File: config.mk
export PLATFORM = sky130hd
export DESIGN_NAME = alu_seq
export DESIGN_NICKNAME = d
export VERILOG_FILES = /design/src/rtl/alu_pkg.sv /design/src/rtl/alu_slice.sv /design/src/rtl/alu_seq.sv
export SDC_FILE = /design/constraint.sdc
export NUM_CORES = 1
export LEC_CHECK = 0
export CORE_MARGIN = 1
export CORE_UTILIZATION = 54
export DETAILED_ROUTE_END_ITERATION = 10
export GPL_ROUTABILITY_DRIVEN = 0
export PLACE_DENSITY_LB_ADDON = 0.12
export SLEW_MARGIN = 0
export SYNTH_ARGS = -nofsm -noshare
export SYNTH_HDL_FRONTEND = slang
export SYNTH_SLANG_ARGS = --single-unit
export TNS_END_PERCENT = 10
File: constraint.sdc
create_clock -name clk -period 4.92 [get_ports clk]
set_input_delay 0.738 -clock clk [delete_from_list [all_inputs] [get_ports clk]]
set_output_delay 0.738 -clock clk [all_outputs]
set_load 0.1 [all_outputs]
File: src/rtl/alu_pkg.sv
`default_nettype none
// ============================================================================
//  Module   : alu_pkg
//  Purpose  : Shared opcode constants and FSM state type for the bit-serial
//             (slice-serial) ALU alu_seq.
//  Contents : OP_* opcode encodings, state_t FSM state enum.
//  Revision : 1.0 - initial release
// ============================================================================
package alu_pkg;

    localparam logic [2:0] OP_AND  = 3'b000;
    localparam logic [2:0] OP_OR   = 3'b001;
    localparam logic [2:0] OP_ADD  = 3'b010;
    localparam logic [2:0] OP_ZERO = 3'b011;
    localparam logic [2:0] OP_SUB  = 3'b110;
    localparam logic [2:0] OP_SLT  = 3'b111;

    typedef enum logic [1:0] {
        ST_IDLE = 2'd0,
        ST_RUN  = 2'd1,
        ST_DONE = 2'd2
    } state_t;

endpackage : alu_pkg
`default_nettype wire

File: src/rtl/alu_slice.sv
`default_nettype none
// ============================================================================
//  Module   : alu_slice
//  Purpose  : Combinational SLICE-bit datapath: AND, OR and add with
//             optional inversion of b on the adder path.
//  Ports    : a_i, b_i      slice operands
//             inv_b_i       invert b into the adder only (logic ops see raw b)
//             cin_i         carry into bit 0 of the slice
//             and_o, or_o   bitwise results
//             sum_o, cout_o adder sum and carry out of the slice MSB
//             msb_cin_o     carry into the slice MSB (for signed overflow)
//  Revision : 1.0 - initial release
// ============================================================================
module alu_slice #(
    parameter int SLICE = 8
) (
    input  logic [SLICE-1:0] a_i,
    input  logic [SLICE-1:0] b_i,
    input  logic             inv_b_i,
    input  logic             cin_i,
    output logic [SLICE-1:0] and_o,
    output logic [SLICE-1:0] or_o,
    output logic [SLICE-1:0] sum_o,
    output logic             cout_o,
    output logic             msb_cin_o
);

    logic [SLICE-1:0] w_b_add;
    logic [SLICE:0]   w_full;

    assign w_b_add = inv_b_i ? ~b_i : b_i;
    assign w_full  = {1'b0, a_i} + {1'b0, w_b_add} + {{SLICE{1'b0}}, cin_i};

    assign and_o  = a_i & b_i;
    assign or_o   = a_i | b_i;
    assign sum_o  = w_full[SLICE-1:0];
    assign cout_o = w_full[SLICE];

    // sum[msb] = a ^ b ^ cin_msb, so the carry into the MSB falls out of the sum.
    assign msb_cin_o = w_full[SLICE-1] ^ a_i[SLICE-1] ^ w_b_add[SLICE-1];

endmodule : alu_slice
`default_nettype wire

File: src/rtl/alu_seq.sv
`default_nettype none
// ============================================================================
//  Module   : alu_seq
//  Purpose  : Multi-cycle ALU processing WIDTH-bit operands SLICE bits per
//             cycle, LSB slice first, carry chained through a register.
//             Result and flags appear WIDTH/SLICE cycles after acceptance and
//             are held until the valid/ready handshake completes.
//  Ports    : clk, rst_n (async, active-low)
//             in_valid / in_ready   operation handshake (ready only in IDLE)
//             a, b, alu_op, control operands, opcode, ADD carry-in
//             out_valid / out_ready result handshake
//             result, carry_out, overflow, zero  registered outputs
//  Macro    : ALU_SLT_EN - enables signed set-less-than on opcode 111;
//             when undefined, opcode 111 behaves as opcode 011 (zero).
//  Revision : 1.0 - initial release
// ============================================================================
module alu_seq
    import alu_pkg::*;
#(
    parameter int WIDTH = 32,
    parameter int SLICE = 8
) (
    input  logic             clk,
    input  logic             rst_n,
    input  logic             in_valid,
    output logic             in_ready,
    input  logic [WIDTH-1:0] a,
    input  logic [WIDTH-1:0] b,
    input  logic [2:0]       alu_op,
    input  logic             control,
    output logic             out_valid,
    input  logic             out_ready,
    output logic [WIDTH-1:0] result,
    output logic             carry_out,
    output logic             overflow,
    output logic             zero
);

    generate
        if (SLICE < 1 || (WIDTH % SLICE) != 0) begin : g_bad_params
            $error("alu_seq: SLICE must be >= 1 and divide WIDTH");
        end
    endgenerate

    localparam int NSLICE = WIDTH / SLICE;
    localparam int IDX_W  = (NSLICE > 1) ? $clog2(NSLICE) : 1;
    localparam logic [IDX_W-1:0] LAST_IDX = IDX_W'(NSLICE - 1);

    state_t           state_q;
    logic [WIDTH-1:0] a_q, b_q, acc_q, result_q;
    logic [2:0]       op_q;
    logic             ctl_q, carry_q;
    logic [IDX_W-1:0] idx_q;
    logic             out_valid_q, cout_q, ovf_q, zero_q;

    logic [SLICE-1:0] w_a_sl, w_b_sl, w_and, w_or, w_sum, w_sl_res;
    logic             w_cin, w_cout, w_msb_cin, w_ovf_raw;
    logic             w_is_add, w_is_slt;
    logic [WIDTH-1:0] w_acc_next, w_final;

    assign w_a_sl   = a_q[idx_q*SLICE +: SLICE];
    assign w_b_sl   = b_q[idx_q*SLICE +: SLICE];
    assign w_is_add = (op_q == OP_ADD) || (op_q == OP_SUB);
`ifdef ALU_SLT_EN
    assign w_is_slt = (op_q == OP_SLT);
`else
    assign w_is_slt = 1'b0;
`endif

    // First slice takes the operation's carry-in; later slices chain the register.
    assign w_cin = (idx_q == '0) ? ((op_q == OP_ADD) ? ctl_q : 1'b1) : carry_q;

    alu_slice #(.SLICE(SLICE)) u_slice (
        .a_i       (w_a_sl),
        .b_i       (w_b_sl),
        .inv_b_i   (op_q[2]),
        .cin_i     (w_cin),
        .and_o     (w_and),
        .or_o      (w_or),
        .sum_o     (w_sum),
        .cout_o    (w_cout),
        .msb_cin_o (w_msb_cin)
    );

    // Only meaningful on the last slice, where it is the full-width overflow.
    assign w_ovf_raw = w_msb_cin ^ w_cout;

    always_comb begin
        w_sl_res = '0;
        if (!op_q[1]) begin
            w_sl_res = op_q[0] ? w_or : w_and;
        end else if (w_is_add || w_is_slt) begin
            w_sl_res = w_sum;
        end
    end

    always_comb begin
        w_acc_next = acc_q;
        w_acc_next[idx_q*SLICE +: SLICE] = w_sl_res;
    end

    // SLT: sign of (a-b) corrected by overflow gives the signed comparison.
    always_comb begin
        w_final = w_acc_next;
        if (w_is_slt) begin
            w_final    = '0;
            w_final[0] = w_acc_next[WIDTH-1] ^ w_ovf_raw;
        end
    end

    always_ff @(posedge clk or negedge rst_n) begin
        if (!rst_n) begin
            state_q     <= ST_IDLE;
            a_q         <= '0;
            b_q         <= '0;
            op_q        <= '0;
            ctl_q       <= 1'b0;
            idx_q       <= '0;
            carry_q     <= 1'b0;
            acc_q       <= '0;
            result_q    <= '0;
            cout_q      <= 1'b0;
            ovf_q       <= 1'b0;
            zero_q      <= 1'b0;
            out_valid_q <= 1'b0;
        end else begin
            case (state_q)
                ST_IDLE: begin
                    if (in_valid) begin
                        a_q     <= a;
                        b_q     <= b;
                        op_q    <= alu_op;
                        ctl_q   <= control;
                        idx_q   <= '0;
                        carry_q <= 1'b0;
                        acc_q   <= '0;
                        state_q <= ST_RUN;
                    end
                end
                ST_RUN: begin
                    carry_q <= w_cout;
                    acc_q   <= w_acc_next;
                    if (idx_q == LAST_IDX) begin
                        result_q    <= w_final;
                        cout_q      <= w_is_add & w_cout;
                        ovf_q       <= w_is_add & w_ovf_raw;
                        zero_q      <= (w_final == '0);
                        out_valid_q <= 1'b1;
                        idx_q       <= '0;
                        state_q     <= ST_DONE;
                    end else begin
                        idx_q <= idx_q + IDX_W'(1);
                    end
                end
                ST_DONE: begin
                    if (out_ready) begin
                        out_valid_q <= 1'b0;
                        state_q     <= ST_IDLE;
                    end
                end
                default: state_q <= ST_IDLE;
            endcase
        end
    end

    assign in_ready  = (state_q == ST_IDLE);
    assign out_valid = out_valid_q;
    assign result    = result_q;
    assign carry_out = cout_q;
    assign overflow  = ovf_q;
    assign zero      = zero_q;

endmodule : alu_seq
`default_nettype wire

Yosys cells after proc, flatten, opt, wreduce, memory -nomap -nowiden. Index checks and enable logic that the tools add are counted.

Register bits after elaboration: 141. Bits of input ports: 72. Output and inout bits: 37. Logic and storage cells: 69.

$add $sub $neg: 4. Equality and inequality tests: 8. Shift-type cells: 4. Muxes and demuxes: 21. Bitwise gates (word level): 8. Reduce and logical (&&, ||, !) cells: 11.

Operators by type and width (count): 32-bit case mux with 2 select lines (1); 32-bit by 6-bit indexed part select with 8-bit output (2); 5-bit negation with 34-bit output (1); 8-bit by 34-bit variable shift with 32-bit output, first input constant (1); 8-bit by 34-bit indexed part select with 32-bit output (1); 32-bit bitwise mux (1); 32-bit zero test (1); 32-bit two-way mux (1); 8-bit two-way mux (4); 2-bit two-way mux (5); 8-bit by 8-bit adder with 9-bit output (1); 9-bit by 1-bit adder with 9-bit output (1); 8-bit bitwise AND (1); 8-bit NOT (1); 8-bit OR (1); 2-bit inequality test, second input constant (3); 2-bit case mux with 3 select lines (1); 2-bit AND reduction (3); 3-bit AND reduction (2); 1-bit two-way mux (5); 2-bit equality test, second input constant (2); 2-bit zero test (2); 1-bit case mux with 2 select lines (2); 2-bit case mux with 2 select lines (1); other kinds (8) (12).

Longest topological paths before layout.
Depth in word-level cells: 10. Depth in mapped cells: 18. Mapped depth without buffers: 14.

Cells and area by module. From an unflattened synthesis, not the netlist that was laid out.

Cell total of the unflattened synthesis: 733. Area, all modules: 7004.2 µm².

By module, submodules not included: alu_seq (times used 1, cells each 664, area an instance 6491.2 µm², seq. area each 3528.4 µm²); alu_slice (times used 1, cells each 69, area an instance 513.0 µm², seq. area each 0.0 µm²).

Worst setup path after synthesis. OpenSTA, ideal clock, no wires.

Path kind: reg2reg. Start: reg idx_q[0]. End: reg zero_q, in the netlist zero. Library setup time: 0.092 ns. Arrival: 3.905 ns. Required time: 4.828 ns. Setup slack: 0.923 ns. Cell stages (with the launch flop): 16. Buffers on the path: 3. Period minus slack after synthesis: 3.997 ns. Path through: dfrtp_1 -> buf_6 -> buf_2 -> mux4_2 -> xor2_1 -> fa_1 -> inv_1 -> fa_1 -> nor2b_1 -> o21a_1 -> or3_1 -> a31o_1 -> clkbuf_1 -> a22o_1 -> a2111o_1 -> o31ai_2.

Cells in the longest elaborated chain, start to end: 10. Elaborated cells between the ends (all ways): 20. Classes of those cells: 3 x add/sub; 1 x eq/ne; 4 x shift; 6 x mux; 3 x bitwise; 3 x reduce/logical.

RTL lines: start: declaration (RTL line alu_seq.sv:53) `logic [IDX_W-1:0] idx_q;`; start signal: assignment (RTL line alu_seq.sv:152) `idx_q <= idx_q + IDX_W'(1);`; 32-bit by 6-bit indexed part select with 8-bit output (RTL line alu_seq.sv:62) `assign w_b_sl = b_q[idx_q*SLICE +: SLICE];`; 8-bit NOT (RTL line alu_slice.sv:31) `assign w_b_add = inv_b_i ? ~b_i : b_i;`; 8-bit two-way mux (RTL line alu_slice.sv:31); 8-bit by 8-bit adder with 9-bit output (RTL line alu_slice.sv:32) `assign w_full = {1'b0, a_i} + {1'b0, w_b_add} + {{SLICE{1'b0}}, cin_i};`; 9-bit by 1-bit adder with 9-bit output (RTL line alu_slice.sv:32); 8-bit two-way mux (RTL line alu_seq.sv:92) `end else if (w_is_add || w_is_slt) begin`; 8-bit two-way mux (RTL line alu_seq.sv:90) `if (!op_q[1]) begin`; 8-bit by 34-bit indexed part select with 32-bit output (RTL line alu_seq.sv:99) `w_acc_next[idx_q*SLICE +: SLICE] = w_sl_res;`; 32-bit bitwise mux (RTL line alu_seq.sv:99); 32-bit zero test (RTL line alu_seq.sv:147) `zero_q <= (w_final == '0);`; end signal: assignment (RTL line alu_seq.sv:147); end: declaration (RTL line alu_seq.sv:54) `logic out_valid_q, cout_q, ovf_q, zero_q;`.

Several ways; a longest one is shown, not always the timed one. A chain may end at the register's enable or synchronous reset.

Worst setup path after layout.
Start: reg idx_q[0]. End: reg ovf_q, in the netlist overflow.

Cells in the longest elaborated chain, start to end: 9. Elaborated cells between the ends (all ways): 14. Classes of those cells: 2 x add/sub; 1 x eq/ne; 2 x shift; 2 x mux; 5 x bitwise; 2 x reduce/logical.

RTL lines: 32-bit by 6-bit indexed part select with 8-bit output (RTL line alu_seq.sv:62); 8-bit NOT (RTL line alu_slice.sv:31); 8-bit two-way mux (RTL line alu_slice.sv:31); 8-bit by 8-bit adder with 9-bit output (RTL line alu_slice.sv:32); 9-bit by 1-bit adder with 9-bit output (RTL line alu_slice.sv:32); 1-bit bitwise XOR (2 in series) (RTL line alu_slice.sv:40) `assign msb_cin_o = w_full[SLICE-1] ^ a_i[SLICE-1] ^ w_b_add[SLICE-1];`; 1-bit bitwise XOR (RTL line alu_seq.sv:86) `assign w_ovf_raw = w_msb_cin ^ w_cout;`; 1-bit bitwise AND (RTL line alu_seq.sv:146) `ovf_q <= w_is_add & w_ovf_raw;`; end signal: assignment (RTL line alu_seq.sv:146); end: declaration (RTL line alu_seq.sv:54).

Several ways; a longest one is shown, not always the timed one.

==> results.md <==
* DR vias at 5,660
* Synthesis-to-layout area growth at 26.1%
* FF-to-FF End: overflow
* CTS tree: built
* Synth cell types at 52
* I/O pin total at 109
* Fin. max-slew vios at 0
* Status: finished, final reports clean
* DRC errors left at 0
* Vias in the first global route at 5,843
* Chip width at 115 µm
* Period Utilization, post-route at 83.8%
* RSZ-0062 raised after global routing: no
* WP data arrival at 4.45 ns
* CP startpoint kind: flop
* EDFF count, synth at 0
* Hold buffers post-CTS at 0
* Primary FF master, synth: dfrtp_1
* Via/cell ratio at 5.67
* Sequential area share after synthesis at 51.2%
* Syn. warnings at 0
* Clock latency at the later pin of the worst-skew pair at 0.43 ns
* Slew of the pin with the lowest slew margin at 1.24 ns
* Pin count of the biggest net entering global routing at 102
* Nets at 905
* Synth top area cells: dfrtp_1 (51%), nand2_1 (14%), mux4_2 (4.6%)
* Core area at 0.0122 mm²
* Yosys reg bits at 141
* Worst setup startpoint: idx_q[0]
* Final setup vio count at 0
* WL/cell at 17.1 µm
* Mapped Nets at 812
* # Max-Cap Violations at 0
* Worst reg2reg setup slack at 0.80 ns
* Gr usage total at 28.3%
* Clk_skew at 0.00573 ns
* Root Buffer Master: clkbuf_16
* CP endpoint kind: flop
* # diodes at 0
* Synthesized area per cell at 9.48 µm²
* Most frequent cell after synthesis: nand2_1
* Initial antenna violation count at 0
* Fin. Hold Viols at 0
* First-pass DRT Iterations at 5
* CTS sink cnt at 141
* Synth Instances at 726
* Worst-path cell chain: buf_4 -> mux4_2 -> xor2_1 -> ha_1 -> a21o_1 -> a2111oi_0 -> a21oi_1 -> xor2_1 -> xnor2_1 -> or3_1 -> a32o_1
* Initial core utilization at 56.4%
* FILL cells at 989
* WL final at 17.1 mm
* Die area at 0.0132 mm²
* Buffer depth of the longest clock path at 2
* Mapped Area at 0.00689 mm²
* R2r worst-path depth at 11
* Synth cell count leaders: nand2_1 (249), dfrtp_1 (141), a21oi_1 (48), clkbuf_1 (36), nor2b_1 (35)
* Max Fclk at 242 MHz
* Crit path depth at 11
* CP peak stage delay at 0.59 ns
* Routed Antenna Nets at 0
* Top cell type's share of synthesized area at 51.2%
* Crit-path most repeated cell: xor2_1
* End of the critical path: overflow
* HPWL after detailed placement at 11.6 mm
* Port bufs at 108
* Final setup TNS at 0 ns
* Synth async-reset ratio at 100%
* Buffers & Inverters on Critical Path at 1
* Cts bufs inserted at 17
* PostCTS Resize Cnt at 0
* Worst R2R Start: idx_q[0]
* Rel. slew slack at 16.6%
* CP max FO at 15
* Reg clk slew, reported paths at 0.06 ns
* First-pass GRT wire length at 28.4 mm
* Post-CTS Setup Inserts at 0
* WP data required at 5.24 ns
* Grt ovf at 0
* Non-Filler Instances at 999
* CP max stage cell: mux4_2
* Layout cells sized above 1 at 7.94%
* Setup Crit Path Kind: flop to flop
* Fin crit period at 4.12 ns
* CP delay by family, top: compound AO/OA/AOI/OAI gates
* Htree depth at 4
* Die Y at 115 µm
* Placed Instances at 968
* Worst hold path class: primary input to async pin
* # rows at 40
* DR iter-0 viols at 423
* Area leader, netlist: dfrtp_1
-- registers in the layout, indices dropped and copies added, names as in the netlist, 2 cells and up --
| name | count |
|---|---|
| op_q | 3 |
| a_q | 32 |
| state_q | 2 |
| idx_q | 2 |
| b_q | 32 |
| acc_q | 32 |
| result | 32 |
-- cell families (layout without fill, tap and decap cells) --
family	Yosys count	after routing	share of synthesized area (%)
multiplexers	16	16	5.34
flip-flops	141	141	51.2
buffers and inverters	50	155	2.91
XOR/XNOR	14	14	1.78
AND/OR/NAND/NOR	332	332	20.6
adder cells (fa/ha/maj)	18	18	3.40
AO/OA/AOI/OAI	155	155	14.8
-- metal layers --
layer	global-route usage, %	wire length [µm]	vias up
met4	13.8	588	0
met3	7.59	908	48
li1	-	-	2651
met5	0	0	-
met2	47.1	8450	188
met1	34.4	7130	2773
-- cell usage in the layout, fill, tap and decap left out, drive strengths merged, types with 5 or more instances in the layout --
cell and instances:
mux4 16, a21oi 48, a22o 33, buf 9, a21o 5, inv 8, nor2 12, o31ai 6
nand2 251, xor2 10, clkdlybuf4s50 107, nor3 12, dfrtp 141, o21ai 47, ha 12, nor2b 35
clkbuf 26
-- how the worst min path moves through the flow --
stage | startpoint | endpoint | slack [ns] | cells past startpoint
2_1_floorplan | rst_n | a_q[0] | 0.44 | 0
3_3_place_gp | a_q[2] | a_q[2] | 0.45 | 2
3_5_place_dp | a_q[4] | a_q[4] | 0.46 | 2
4_1_cts | rst_n | result[30] | 0.47 | 1
5_1_grt | rst_n | result[30] | 0.49 | 1
6_report | rst_n | result[0] | 0.39 | 1
-- layout make-up --
type | count | area (µm²) | area share [%]
Multi-Input combinational cell | 535 | 3160 | 36.4
Inverter | 8 | 30.0 | 0.346
Timing Repair Buffer | 116 | 1140 | 13.2
Tap cell | 168 | 210 | 2.42
Clock inverter | 5 | 77.6 | 0.894
Sequential cell | 141 | 3530 | 40.6
Clock buffer | 26 | 529 | 6.10
-- through the flow --
step,hold WS (ns),util [%],cell area [µm²],setup WS (ns)
2_1_floorplan,0.437,-,6890,0.923
3_3_place_gp,0.454,66.1,8070,0.916
3_5_place_dp,0.459,66.1,8070,0.846
4_1_cts,0.465,71.1,8680,0.802
5_1_grt,0.493,71.1,8680,0.561
6_report,0.390,71.1,8680,0.795
Power is not shown: default switching activity piles up to over one toggle a cycle in this logic, so the estimate is an artifact.
